<file path="src/rtl/key_seq_ctrl.sv">
// Two-requester serial key-window reader: arbitrates in IDLE, then strobes the
// key window N times with address setup and inter-strobe gaps, returning the bits.
module key_seq_ctrl #(
  parameter int unsigned SETUP_CYC = 2,
  parameter int unsigned GAP_CYC   = 1
) (
  input  logic        clk,
  input  logic        rst_n,
  input  logic [1:0]  req_valid,
  output logic [1:0]  req_ready,
  input  logic [7:0]  req_addr,
  input  logic [9:0]  req_nbits,
  output logic [1:0]  rsp_valid,
  output logic [15:0] rsp_data,
  output logic        busy,
  output logic        bus_sser_n,
  output logic        bus_ba13,
  output logic        bus_ba12,
  output logic [3:0]  bus_ba_lo,
  output logic        bus_br_w,
  input  logic        sdrd
);

  localparam int unsigned CW = 4;
  localparam int unsigned BW = 5;
  localparam int unsigned MAXBITS = 16;

  typedef enum logic [2:0] {IDLE, SETUP, STROBE, GAP, DONE} state_t;

  state_t        state;
  logic [CW-1:0] cnt;
  logic [BW-1:0] bitcnt;
  logic [BW-1:0] nbits_q;
  logic [3:0]    addr_q;
  logic          owner;
  logic          last_grant;
  logic          grant_pend;

  logic          gnt_vld;
  logic          gnt_idx;
  logic [BW-1:0] gnt_nbits;
  logic [BW-1:0] gnt_neff;
  logic [BW-1:0] bit_next;

  // Round-robin pick between the two requesters; the one not served last wins a tie.
  always_comb begin
    gnt_vld = |req_valid;
    gnt_idx = 1'b0;
    if (req_valid == 2'b11) gnt_idx = ~last_grant;
    else                    gnt_idx = req_valid[1];
  end

  assign gnt_nbits = gnt_idx ? req_nbits[9:5] : req_nbits[4:0];
  // Zero encodes a full 16-bit read; anything past 16 is clamped to the data width.
  assign gnt_neff  = (gnt_nbits == '0 || gnt_nbits > BW'(MAXBITS)) ? BW'(MAXBITS) : gnt_nbits;
  assign bit_next  = bitcnt + BW'(1);
  assign bus_ba13  = 1'b0;

  // Grant takes one cycle (req_ready pulse) before the address setup phase begins.
  always_ff @(posedge clk or negedge rst_n) begin
    if (!rst_n) begin
      state      <= IDLE;
      cnt        <= '0;
      bitcnt     <= '0;
      nbits_q    <= '0;
      addr_q     <= '0;
      owner      <= 1'b0;
      last_grant <= 1'b1;
      grant_pend <= 1'b0;
      req_ready  <= '0;
      rsp_valid  <= '0;
      rsp_data   <= '0;
      busy       <= 1'b0;
      bus_sser_n <= 1'b1;
      bus_ba12   <= 1'b0;
      bus_ba_lo  <= '0;
      bus_br_w   <= 1'b0;
    end else begin
      req_ready <= '0;
      rsp_valid <= '0;
      case (state)
        IDLE: begin
          if (grant_pend) begin
            grant_pend <= 1'b0;
            state      <= SETUP;
            cnt        <= CW'(SETUP_CYC - 1);
            busy       <= 1'b1;
            bus_ba12   <= 1'b1;
            bus_br_w   <= 1'b1;
            bus_ba_lo  <= addr_q;
          end else if (gnt_vld) begin
            grant_pend         <= 1'b1;
            req_ready[gnt_idx] <= 1'b1;
            owner              <= gnt_idx;
            last_grant         <= gnt_idx;
            addr_q             <= gnt_idx ? req_addr[7:4] : req_addr[3:0];
            nbits_q            <= gnt_neff;
            rsp_data           <= '0;
            bitcnt             <= '0;
          end
        end
        SETUP: begin
          if (cnt == '0) begin
            state      <= STROBE;
            bus_sser_n <= 1'b0;
          end else begin
            cnt <= cnt - CW'(1);
          end
        end
        STROBE: begin
          rsp_data[bitcnt[3:0]] <= sdrd;
          bitcnt                <= bit_next;
          if (bit_next == nbits_q) begin
            state            <= DONE;
            bus_sser_n       <= 1'b1;
            bus_ba12         <= 1'b0;
            bus_br_w         <= 1'b0;
            bus_ba_lo        <= '0;
            rsp_valid[owner] <= 1'b1;
          end else if (GAP_CYC == 0) begin
            state      <= STROBE;
            bus_sser_n <= 1'b0;
          end else begin
            state      <= GAP;
            bus_sser_n <= 1'b1;
            cnt        <= CW'(GAP_CYC - 1);
          end
        end
        GAP: begin
          if (cnt == '0) begin
            state      <= STROBE;
            bus_sser_n <= 1'b0;
          end else begin
            cnt <= cnt - CW'(1);
          end
        end
        DONE: begin
          state <= IDLE;
          busy  <= 1'b0;
        end
        default: state <= IDLE;
      endcase
    end
  end

endmodule

</file>
<file path="config.mk">
export PLATFORM = sky130hd
export DESIGN_NAME = key_seq_ctrl
export DESIGN_NICKNAME = d
export VERILOG_FILES = /design/src/rtl/key_seq_ctrl.sv
export SDC_FILE = /design/constraint.sdc
export NUM_CORES = 1
export LEC_CHECK = 0
export CORE_ASPECT_RATIO = 0.75
export CORE_MARGIN = 2
export CORE_UTILIZATION = 65
export CTS_CLUSTER_SIZE = 25
export DETAILED_ROUTE_END_ITERATION = 12
export DONT_BUFFER_PORTS = 1
export GPL_TIMING_DRIVEN = 0
export PLACE_DENSITY = 0.81
export SLEW_MARGIN = 20
export SYNTH_ARGS = -nofsm -noshare
export SYNTH_HDL_FRONTEND = slang
export SYNTH_SLANG_ARGS = --single-unit
</file>
<file path="constraint.sdc">
create_clock -name clk -period 3.16 [get_ports clk]
set_input_delay 0.474 -clock clk [delete_from_list [all_inputs] [get_ports clk]]
set_output_delay 0.474 -clock clk [all_outputs]
set_load 0.02 [all_outputs]
</file>
# After elaboration in Yosys (flattened, before gate mapping)
# Index checks and enable logic that the tools add are counted.
[op_classes]
n_mux = 41
n_reduce_logical = 20
eq_ne = 13
bitwise_logic = 2
add_sub_neg = 2
n_lt_le_gt_ge = 7
[ops]
columns = ["operator", "n"]
rows = [
  ["16-bit two-way mux", 2],
  ["16-bit one-hot mux with 2 select lines", 1],
  ["4-bit two-way mux", 6],
  ["5-bit two-way mux", 4],
  ["16-bit bitwise mux", 1],
  ["2-bit inequality test (second input constant)", 6],
  ["4-bit one-hot mux with 3 select lines", 1],
  ["2-bit two-way mux", 5],
  ["5-bit one-hot mux with 2 select lines", 1],
  ["1-bit two-way mux", 9],
  ["3-bit two-way mux", 3],
  ["3-bit one-hot mux with 3 select lines", 1],
  ["3-bit AND reduction", 3],
  ["4-bit one-hot mux with 2 select lines", 1],
  ["3-bit by 2-bit equality test with 1-bit output (second input constant)", 2],
  ["1-bit one-hot mux with 2 select lines", 3],
  ["2-bit AND reduction", 3],
  ["2-bit nonzero test", 3],
  ["5-bit by 1-bit adder with 5-bit output (second input constant)", 1],
  ["5-bit equality test", 1],
  ["5-bit > comparator (second input constant)", 1],
  ["5-bit zero test", 1],
  ["4-bit by 5-bit less-than comparator with 1-bit output (second input constant)", 1],
  ["1-bit demux with 4-bit select", 1],
  ["other kinds (17)", 24],
]
[word_totals]
inputBits = 23
word_cells = 100
reg_bits = 51

# Logic depth before layout (Yosys ltp)
# Gate-level depths: netlist (run 1).
[logic_depth]
depth_word = 9
depth_mapped = 7
mapped_depth_nobuf = 6

# Worst setup path after synthesis (run 1)
# No wires, ideal clock.
[synth_timing]
path_type = "input to register"
from = "input req_valid[1]"
to = "register nbits_q[0]"
cell_stages = 6
setup_slack_ns = 1.179
t_required_ns = 3.077
arrival_ns = 1.898
setup_ns = 0.083
path_cell_list = "a21boi_0 > buf_2 > mux2i_1 > ha_1 > or2_2 > o21ai_0"
[synth_via]
elab_chain_cells = 6
word_cells_on_any_way = 9
classes_between = "order compare: 1; eq/ne: 1; mux: 3; reduce/logical: 4"
[synth_lines]
columns = ["element", "line_no", "text"]
rows = [
  ["start: declaration", "9", "input logic [1:0] req_valid,"],
  ["2-bit equality test", "49", "if (req_valid == 2'b11) gnt_idx = ~last_grant;"],
  ["1-bit two-way mux", "49", ""],
  ["5-bit two-way mux", "53", "assign gnt_nbits = gnt_idx ? req_nbits[9:5] : req_nbits[4:0];"],
  ["5-bit > comparator / 5-bit zero test (equally long branches)", "55", "assign gnt_neff = (gnt_nbits == '0 || gnt_nbits > BW'(MAXBITS)) ? BW'(MAXBITS) : gnt_nbits;"],
  ["1-bit logical OR", "55", ""],
  ["5-bit two-way mux", "55", ""],
  ["end signal: assignment", "97", "nbits_q <= gnt_neff;"],
  ["end: declaration", "33", "logic [BW-1:0] nbits_q;"],
]
# Parallel ways exist; a longest one is shown, timed or not.
# A chain may end at the register's enable or synchronous reset.

# Worst setup path in the final report (run 1)
[layout_timing]
from = "register last_grant"
to = "register nbits_q[0]"
[layout_via]
elab_chain_cells = 6
word_cells_on_any_way = 7
classes_between = "order compare: 1; mux: 3; bitwise: 1; reduce/logical: 2"
[layout_lines]
columns = ["element", "line_no", "text"]
rows = [
  ["start: declaration", "36", "logic last_grant;"],
  ["start signal: assignment", "95", "last_grant <= gnt_idx;"],
  ["1-bit inverter *", "49", ""],
  ["1-bit two-way mux *", "49", ""],
  ["5-bit two-way mux *", "53", ""],
  ["5-bit > comparator / 5-bit zero test (equally long branches)", "55", ""],
  ["1-bit logical OR", "55", ""],
  ["5-bit two-way mux *", "55", ""],
]
# Mark *: on every way between the ends. The rest lies on a longest branch, timed or not.

==> impl_metrics.toml, run 1 <==
[outcome]
status = "finished with violations"
violations = "negative hold slack"

[clocking]
cts_tree = "done"
clk_latency_ns = 0.31
clkTransAtPathRegs_ns = 0.10
cts_sinks = 51
htreeDepth = 2
cts_root_buffer = "clkbuf_8"
cts_buffers = 5
holdBufCountCts = 2
cts_resized = 0
cts_setup_buffers = 0
cts_buffer_depth = 2

[critical_path]
cp.required_ns = 3.39
crit_path_max_fanout = 10
start_kind = "register"
end_kind = "register"
arrival_ns = 2.39
worstSetupPathType = "register to register"

[grt]
overflow = 0
antenna_found_initial = 0
grt.total_usage = 0.292
grt_first_pass_wirelength_um = 10100
grt_pass1_vias = 2016
grt_max_degree = 50

[route]
vias_per_cell = 6.40
drc = 0
drtIter0Drc = 186
route.met2.wl_um = 2690
wl_per_cell_um = 18.7
wirelength_um = 6230
vias = 2137
dr.pass1.iters = 4
drt-met1-wl_um = 2900
top_layer_used = "met4"
wl_met3_um = 590
ant_nets = 0

[yosys]
yosysUniqueCellTypes = 59
seq_area_frac_synth = 0.478
yosys.area_share.simple = 0.204
synth_largest_area_cell = "dfrtp_1"
async_flop_share = 1.00
synthesis.area_um2 = 2670
synth_xor_area_frac = 0.0197
synth_area_per_cell_um2 = 9.98
synth_edf_count = 0
yosysMostFrequentCell = "dfrtp_1"
synth_top_family_by_area = "simple AND/OR/NAND/NOR gates"
ys_warn_count = 0
synth_mux_area_frac = 0.0416
synth_fa_ha_area_frac = 0.0328
synth_compound_area_frac = 0.175
syn_inst = 268
yosys-top-cells-area = "dfrtp_1 46%, nand2_1 4.6%, nand4_1 4.2%, mux2i_1 3.7%, ha_1 3.3%"
yosys-top-cells-count = "49 x dfrtp_1, 33 x nand2_1, 18 x nand4_1"
synth_top_area_frac = 0.459
synth-seq-cells = 51
ys.flop_type = "dfrtp_1"
synth_nets = 298

[sta]
max_freq_mhz = 462
relSlewSlack = 0.633
finalSetupTns_ns = 0
finalHoldViolCount = 7
drv_slew = 0
skew_ns = 0.0150
post-route-period-util = 0.685
min_period_ns = 2.16
setup_violations = 0
worst_slew_pin_slew_ns = 0.548
rsz0062_at_grt = "false"
holdWs_ns = -0.00487
setup_ws_ns = 0.997

[final_layout]
fillers = 306
layout-drive-gt1-share = 0.111
area_delta_synth_final_pct = 8.33
fin_nets = 308
n_antenna_cell = 0

[hold_path]
hold_class = "input port to async pin"

[die]
initial_core_util = 0.668
num_rows = 20
design.die.area_um2 = 4650
core_um2 = 4000
die_w_um = 78.1
io_pins = 52
die_h_um = 59.5

[pwr]
ir_worst_vdd_mv = 0.458
p_leak_nw = 1.32
p_per_area_nw_per_um2 = 823

[flow_run]
cap_violations = 0

[placed_design]
gp_congestion = 0.878
dp_slack_ns = 0.932
port_buffers = 0
dpl.hpwl_um = 4240
==> per-stage QoR <==
step	instances	total power, mW	area (µm²)	utilization	hold WS [ns]
floorplan	268	1.70	2670	-	0.178
global placement	323	1.87	2740	0.685	0.180
detailed placement	323	1.90	2740	0.685	0.180
CTS	333	2.38	2890	0.721	0.00285
global route	334	2.53	2900	0.723	0.00260
finish	334	2.38	2900	0.723	-0.00487
==> layout make-up <==
type                    instances  area, µm²  share of cell area
plain buffers                  22        100              0.0346
clock buffers                   7       76.3              0.0263
clock inverters                 1       30.0              0.0104
inverters                       7       26.3             0.00907
multi-input cells             188       1270               0.438
flip-flops and latches         51       1280               0.441
well taps                      55       68.8              0.0238
repair buffers                  3       47.5              0.0164
==> state kept, by name (all words and copies together), names as in the netlist <==
signal and cells:
owner 1, bus_br_w 1, bus_sser_n 1, cnt 4, rsp_valid 2, state 3
bitcnt 5, busy 1, bus_ba_lo 4, addr_q 4, grant_pend 1, nbits_q 5
req_ready 2, rsp_data 16, last_grant 1
==> logic make-up after synthesis <==
logic type,after synthesis
flip-flops,51
AO/OA/AOI/OAI,67
other,1
AND/OR/NAND/NOR,96
XOR/XNOR,6
multiplexers,11
adder cells (fa/ha/maj),7
buffers and inverters,29
==> critical path: stages (launching register included) <==
cell      delay (ns)
dfstp_2         0.38
a21boi_0        0.36
buf_2           0.36
o41ai_1         0.14
o21ai_0         0.11
ha_1            0.25
or2_2           0.32
o21ai_0         0.16
==> routing by layer <==
metal,track usage,up-vias
met5,0,-
met4,0.0952,0
met3,0.0899,8
met2,0.429,95
met1,0.417,1023
li1,-,1011
==> final timing paths <==
path	cells after the start	startpoint	slack [ns]	endpoint
max in group asynchronous	1	rst_n	2.46	bus_sser_n
min	1	rst_n	-0.005	rsp_data[14]
max	7	last_grant	1.0	nbits_q[0]
min reg2reg	2	nbits_q[1]	0.52	nbits_q[1]
max reg2reg	7	last_grant	1.0	nbits_q[0]
min in group clk	1	req_addr[5]	0.32	addr_q[1]
==> power breakdown <==
group | switching (mW) | internal, mW
registers | 0.245 | 0.839
clock network | 0.209 | 0.237
logic | 0.497 | 0.354
==> placed cells by master, fill, tap and decap left out, types with 3 or more instances in the layout <==
cell type / instances
dfrtp_1: 49
o21ai_0: 17
mux2i_1: 10
buf_2: 8
o211ai_1: 11
clkbuf_8: 5
a21oi_1: 12
clkbuf_1: 14
nand4_1: 18
o311ai_0: 3
ha_1: 7
nor4_1: 3
nand2_1: 33
a221o_1: 4
inv_1: 7
nor3b_1: 5
nor3_1: 3
xor2_1: 4
nor2b_1: 4
nor2_1: 8
No activity file was read; power rests on OpenSTA's default activity.
==> inputs of run 2 (changes only) <==
CORE_UTILIZATION = 63   (was 65)
PLACE_DENSITY = 0.79   (was 0.81)
clock period = 2.2 ns   (was 3.16 ns; I/O delays follow)
==> run 2 against run 1 <==
The flow now finishes without violations. Maximum frequency rose by 5.8%. Clock power grew 16%. Cell area decreased by 1.1%. Hold slack better by 0.18 ns. Wire length shrank 3.4%. Global-route usage is 2.5 points lower. Critical path type unchanged. Largest cell class unchanged.
==> impl_metrics.toml, run 2 (synthesis gave the netlist of run 1 again) <==
[outcome]
status = "finished, final reports clean"

[critical_path]
arrival_ns = 2.23
path_cells = "inv_1, ha_1, xnor2_1, o311a_1, and3_1, clkbuf_1, a21oi_1"
cp.required_ns = 2.38
end_kind = "register"
start_kind = "register"
critical_path.slowest_cell = "dfrtp_2"
worstSetupPathType = "register to register"
critPathMaxStageDelay_ns = 0.44
crit_path_max_fanout = 7
rrSetupSlack_ns = 0.16

[route]
drtIter0Drc = 123
ant_nets = 0
drc = 0
vias = 2142
wirelength_um = 6020
vias_per_cell = 6.43
dr.pass1.iters = 4
wl_per_cell_um = 18.1

[die]
num_rows = 20
die_w_um = 79.2
design.die.area_um2 = 4790
die_h_um = 60.4
core_um2 = 4050
io_pins = 52
initial_core_util = 0.660

[placed_design]
postPlaceCellArea_um2 = 2740
port_buffers = 0
dpl.hpwl_um = 4310
gp_congestion = 0.899

[clocking]
cts_tree = "done"
cts_setup_buffers = 0
clk_latency_ns = 0.31
cts_root_buffer = "clkbuf_8"
cts_buffers = 5
cts_buffer_depth = 2
clkTransAtPathRegs_ns = 0.09
htreeDepth = 2
cts_sinks = 51

[grt]
grt_max_degree = 52
grt_first_pass_wirelength_um = 9600
overflow = 0
antenna_found_initial = 0
grt.total_usage = 0.267
grt_pass1_vias = 1934

[sta]
worst_slew_pin_slew_ns = 0.570
max_freq_mhz = 489
drv_slew = 0
rsz0062_at_grt = "false"
finalHoldViolCount = 0
setup_violations = 0
finalSetupTns_ns = 0
relSlewSlack = 0.618
skew_ns = 0.00808
post-route-period-util = 0.929
min_period_ns = 2.04

[hold_path]
hold_class = "input port to register"

[final_layout]
area_delta_synth_final_pct = 7.16
reg.largest.list = "rsp_data x16, bitcnt x5, nbits_q x5"
layout-drive-gt1-share = 0.115
fin_nets = 307
layout_commonest_cell = "dfrtp_1"
fin_area_um2 = 2870
top_register = "rsp_data"
n_antenna_cell = 0
largest_reg_flops = 16
finalCoreUtilization = 0.707
most-common-layout-cells = "48 x dfrtp_1, 33 x nand2_1, 18 x nand4_1, 16 x o21ai_0, 14 x clkbuf_1"

[pwr]
p_leak_nw = 1.30
ir_worst_vdd_mv = 0.596
total_power_mw = 3.29
p_per_area_nw_per_um2 = 1150

[flow_run]
cap_violations = 0
run 2: final timing paths:
kind	start	to	depth (start not counted)
worst min-delay path	req_addr[4]	addr_q[0]	1
worst max-delay path	bitcnt[0]	bus_ba_lo[1]	7
min in group asynchronous	rst_n	rsp_data[6]	2
worst min register to register	addr_q[3]	addr_q[3]	1
max in group asynchronous	rst_n	last_grant	2
worst max register to register	bitcnt[0]	bus_ba_lo[1]	7
run 2: cell type report:
cell class / instances / area [µm²]
clock buffer: 7 / 76.3
timing repair buffer: 2 / 37.5
sequential: 51 / 1280
fill: 310 / 1190
buffer: 22 / 103
multi-input combinational: 188 / 1270
inverter: 7 / 26.3
tap: 55 / 68.8
clock inverter: 1 / 5.00
run 2: critical path, delay by kind of cell (launching register included):
family / cells / cell delay (ns)
xor+xnor: 1 / 0.18
compound gates: 2 / 0.44
buf+inv: 2 / 0.34
flops: 1 / 0.44
simple gates: 1 / 0.20
fa+ha+maj: 1 / 0.32
run 2: report_power, final:
group,internal [mW],switching [mW],leakage (nW)
Sequential,1.21,0.349,0.656
Combinational,0.511,0.707,0.602
Clock,0.224,0.295,0.0422
Total,1.94,1.35,1.30
run 2: what timing repair did:
item	4_1_cts	5_1_grt
hold endpoints to repair	51	0
endpoints found under the setup margin	0	13
hold buffers	2	0
resized for setup	0	4
run 2: per-layer routing:
metal	track usage	up-vias	wire length, µm
met1	0.392	1038	2850
met4	0.0837	0	71
met2	0.397	89	2570
met3	0.0670	7	527
li1	-	1008	-
met5	0	-	0
run 2: metrics by stage:
step	hold slack (ns)	setup WS, ns	instances
floorplan	0.0344	0.348	268
global placement	0.0354	0.138	323
detailed placement	0.0353	0.0921	323
CTS	0.166	0.0480	333
global route	0.159	0.0202	333
finish	0.170	0.156	333
==> inputs of run 3 (changes only) <==
CORE_UTILIZATION = 65   (was 63)
PLACE_DENSITY = 0.81   (was 0.79)
SKIP_LAST_GASP = 1   (was not set)
clock period = 2.4 ns   (was 2.2 ns; I/O delays follow)
==> run 3 against run 2 <==
Clock-buffer cell count did not move. Register-to-register slack gained 0.09 ns. Die area shrank 2.9%. Cell area increased by 0.74%. First-iteration DRC count up 28%. Sequential share of layout area is 0.37 points lower. Worst setup slack improved by 0.086 ns. Core utilization increased by 1.4 points. Sequential cell count unchanged. Sequential power is 8% lower. Maximum frequency decreased by 5.3%. Global-route usage up 1.8 points. Critical endpoint is now nbits_q[0]. Largest power group unchanged.
==> impl_metrics.toml, run 3 (synthesis gave the netlist of run 1 again) <==
[clocking]
htreeDepth = 2
holdBufCountCts = 2
cts_buffer_depth = 2
clk_latency_ns = 0.31
cts_root_buffer = "clkbuf_8"
cts_buffers = 5
clkTransAtPathRegs_ns = 0.08
cts_setup_buffers = 0
cts_resized = 0
cts_tree = "done"
cts_sinks = 51

[sta]
finalSetupTns_ns = 0
post-route-period-util = 0.899
max_freq_mhz = 463
worst_slew_pin_slew_ns = 0.548
drv_slew = 0
min_period_ns = 2.16
relSlewSlack = 0.633
skew_ns = 0.0179
rsz0062_at_grt = "false"
setup_violations = 0
finalHoldViolCount = 0

[final_layout]
largest_reg_flops = 16
fillers = 306
area_delta_synth_final_pct = 7.96
fin_area_um2 = 2890
most-common-layout-cells = "49 x dfrtp_1, 33 x nand2_1, 18 x nand4_1, 17 x o21ai_0, 14 x clkbuf_1"
reg.largest.list = "rsp_data x16, bitcnt x5, nbits_q x5"
final_cells = 333
layout-drive-gt1-share = 0.112
layout_commonest_cell = "dfrtp_1"
n_antenna_cell = 0
finalCoreUtilization = 0.721
seqCellArea_um2 = 1280
multi_input_comb_area_um2 = 1270
top_register = "rsp_data"
fin_nets = 307

[critical_path]
start_kind = "register"
cp.required_ns = 2.63
worstSetupPathType = "register to register"
critPathMaxStageDelay_ns = 0.38
path_cells = "a21boi_0, buf_2, o41ai_1, o21ai_0, ha_1, or2_2, o21ai_0"
worstRegToRegCells = 7
end_kind = "register"
crit_path_max_fanout = 10
critical_path.most_common_cell = "o21ai_0"
critical_path.slowest_cell = "dfstp_2"
arrival_ns = 2.38

[placed_design]
gp_congestion = 0.878
postPlaceCellArea_um2 = 2740
port_buffers = 0
dpl.hpwl_um = 4240
dp.cells = 323

[route]
vias = 2121
wl_per_cell_um = 18.3
drtIter0Drc = 158
drc = 0
ant_nets = 0
wirelength_um = 6100
vias_per_cell = 6.37
dr.pass1.iters = 4

[grt]
antenna_found_initial = 0
busiest_layer = "met2"
grt_util_met2 = 0.417
overflow = 0
grt.total_usage = 0.285
grt_pass1_vias = 2015
grt_max_degree = 52
grt_first_pass_wirelength_um = 10000
met3_usage = 0.0747
grt_use_met1 = 0.416

[hold_path]
hold_class = "input port to register"
hold_path_depth = 1

[die]
io_pins = 52
num_rows = 20
core_um2 = 4000
die_w_um = 78.1
initial_core_util = 0.668
design.die.area_um2 = 4650
die_h_um = 59.5

[pwr]
p_per_area_nw_per_um2 = 1080
p_leak_nw = 1.31
ir_worst_vdd_mv = 0.603
total_power_mw = 3.13

[outcome]
status = "finished, final reports clean"

[flow_run]
cap_violations = 0
[run 3: area by class of cell]
class	instances	share of cell area
Clock buffer	7	0.0264
Buffer	22	0.0347
Inverter	7	0.00910
Multi-Input combinational cell	188	0.440
Sequential cell	51	0.443
Clock inverter	1	0.0104
Timing Repair Buffer	2	0.0130
Tap cell	55	0.0238
[run 3: metrics by stage]
stage	hold WS, ns	worst slack [ns]
floorplan	0.0644	0.533
global placement	0.0656	0.331
detailed placement	0.0655	0.286
CTS	0.207	0.242
global route	0.208	0.0686
finish	0.210	0.242
[run 3: layer usage]
| layer | share of wire | vias to the layer above |
|---|---|---|
| li1 | - | 1006 |
| met1 | 0.46 | 1000 |
| met2 | 0.43 | 107 |
| met3 | 0.10 | 8 |
| met4 | 0.011 | 0 |
| met5 | 0 | - |
[run 3: where the power goes]
| part | internal, mW | switching, mW |
|---|---|---|
| Sequential | 1.10 | 0.323 |
| Clock | 0.312 | 0.274 |
| Combinational | 0.465 | 0.651 |
[run 3: critical path: cells and delay by family (launching register included)]
family / cells / cell delay (ns)
compound gates: 4 / 0.78
fa+ha+maj: 1 / 0.25
buf+inv: 1 / 0.36
flops: 1 / 0.38
simple gates: 1 / 0.32
[run 3: worst paths after layout]
kind / startpoint / end / slack [ns]
min: req_addr[4] / addr_q[0] / 0.21
max in group asynchronous: rst_n / bus_sser_n / 1.56
max: last_grant / nbits_q[0] / 0.24
min in group asynchronous: rst_n / rsp_data[13] / 0.54
min reg2reg: last_grant / last_grant / 0.52
max reg2reg: last_grant / nbits_q[0] / 0.24
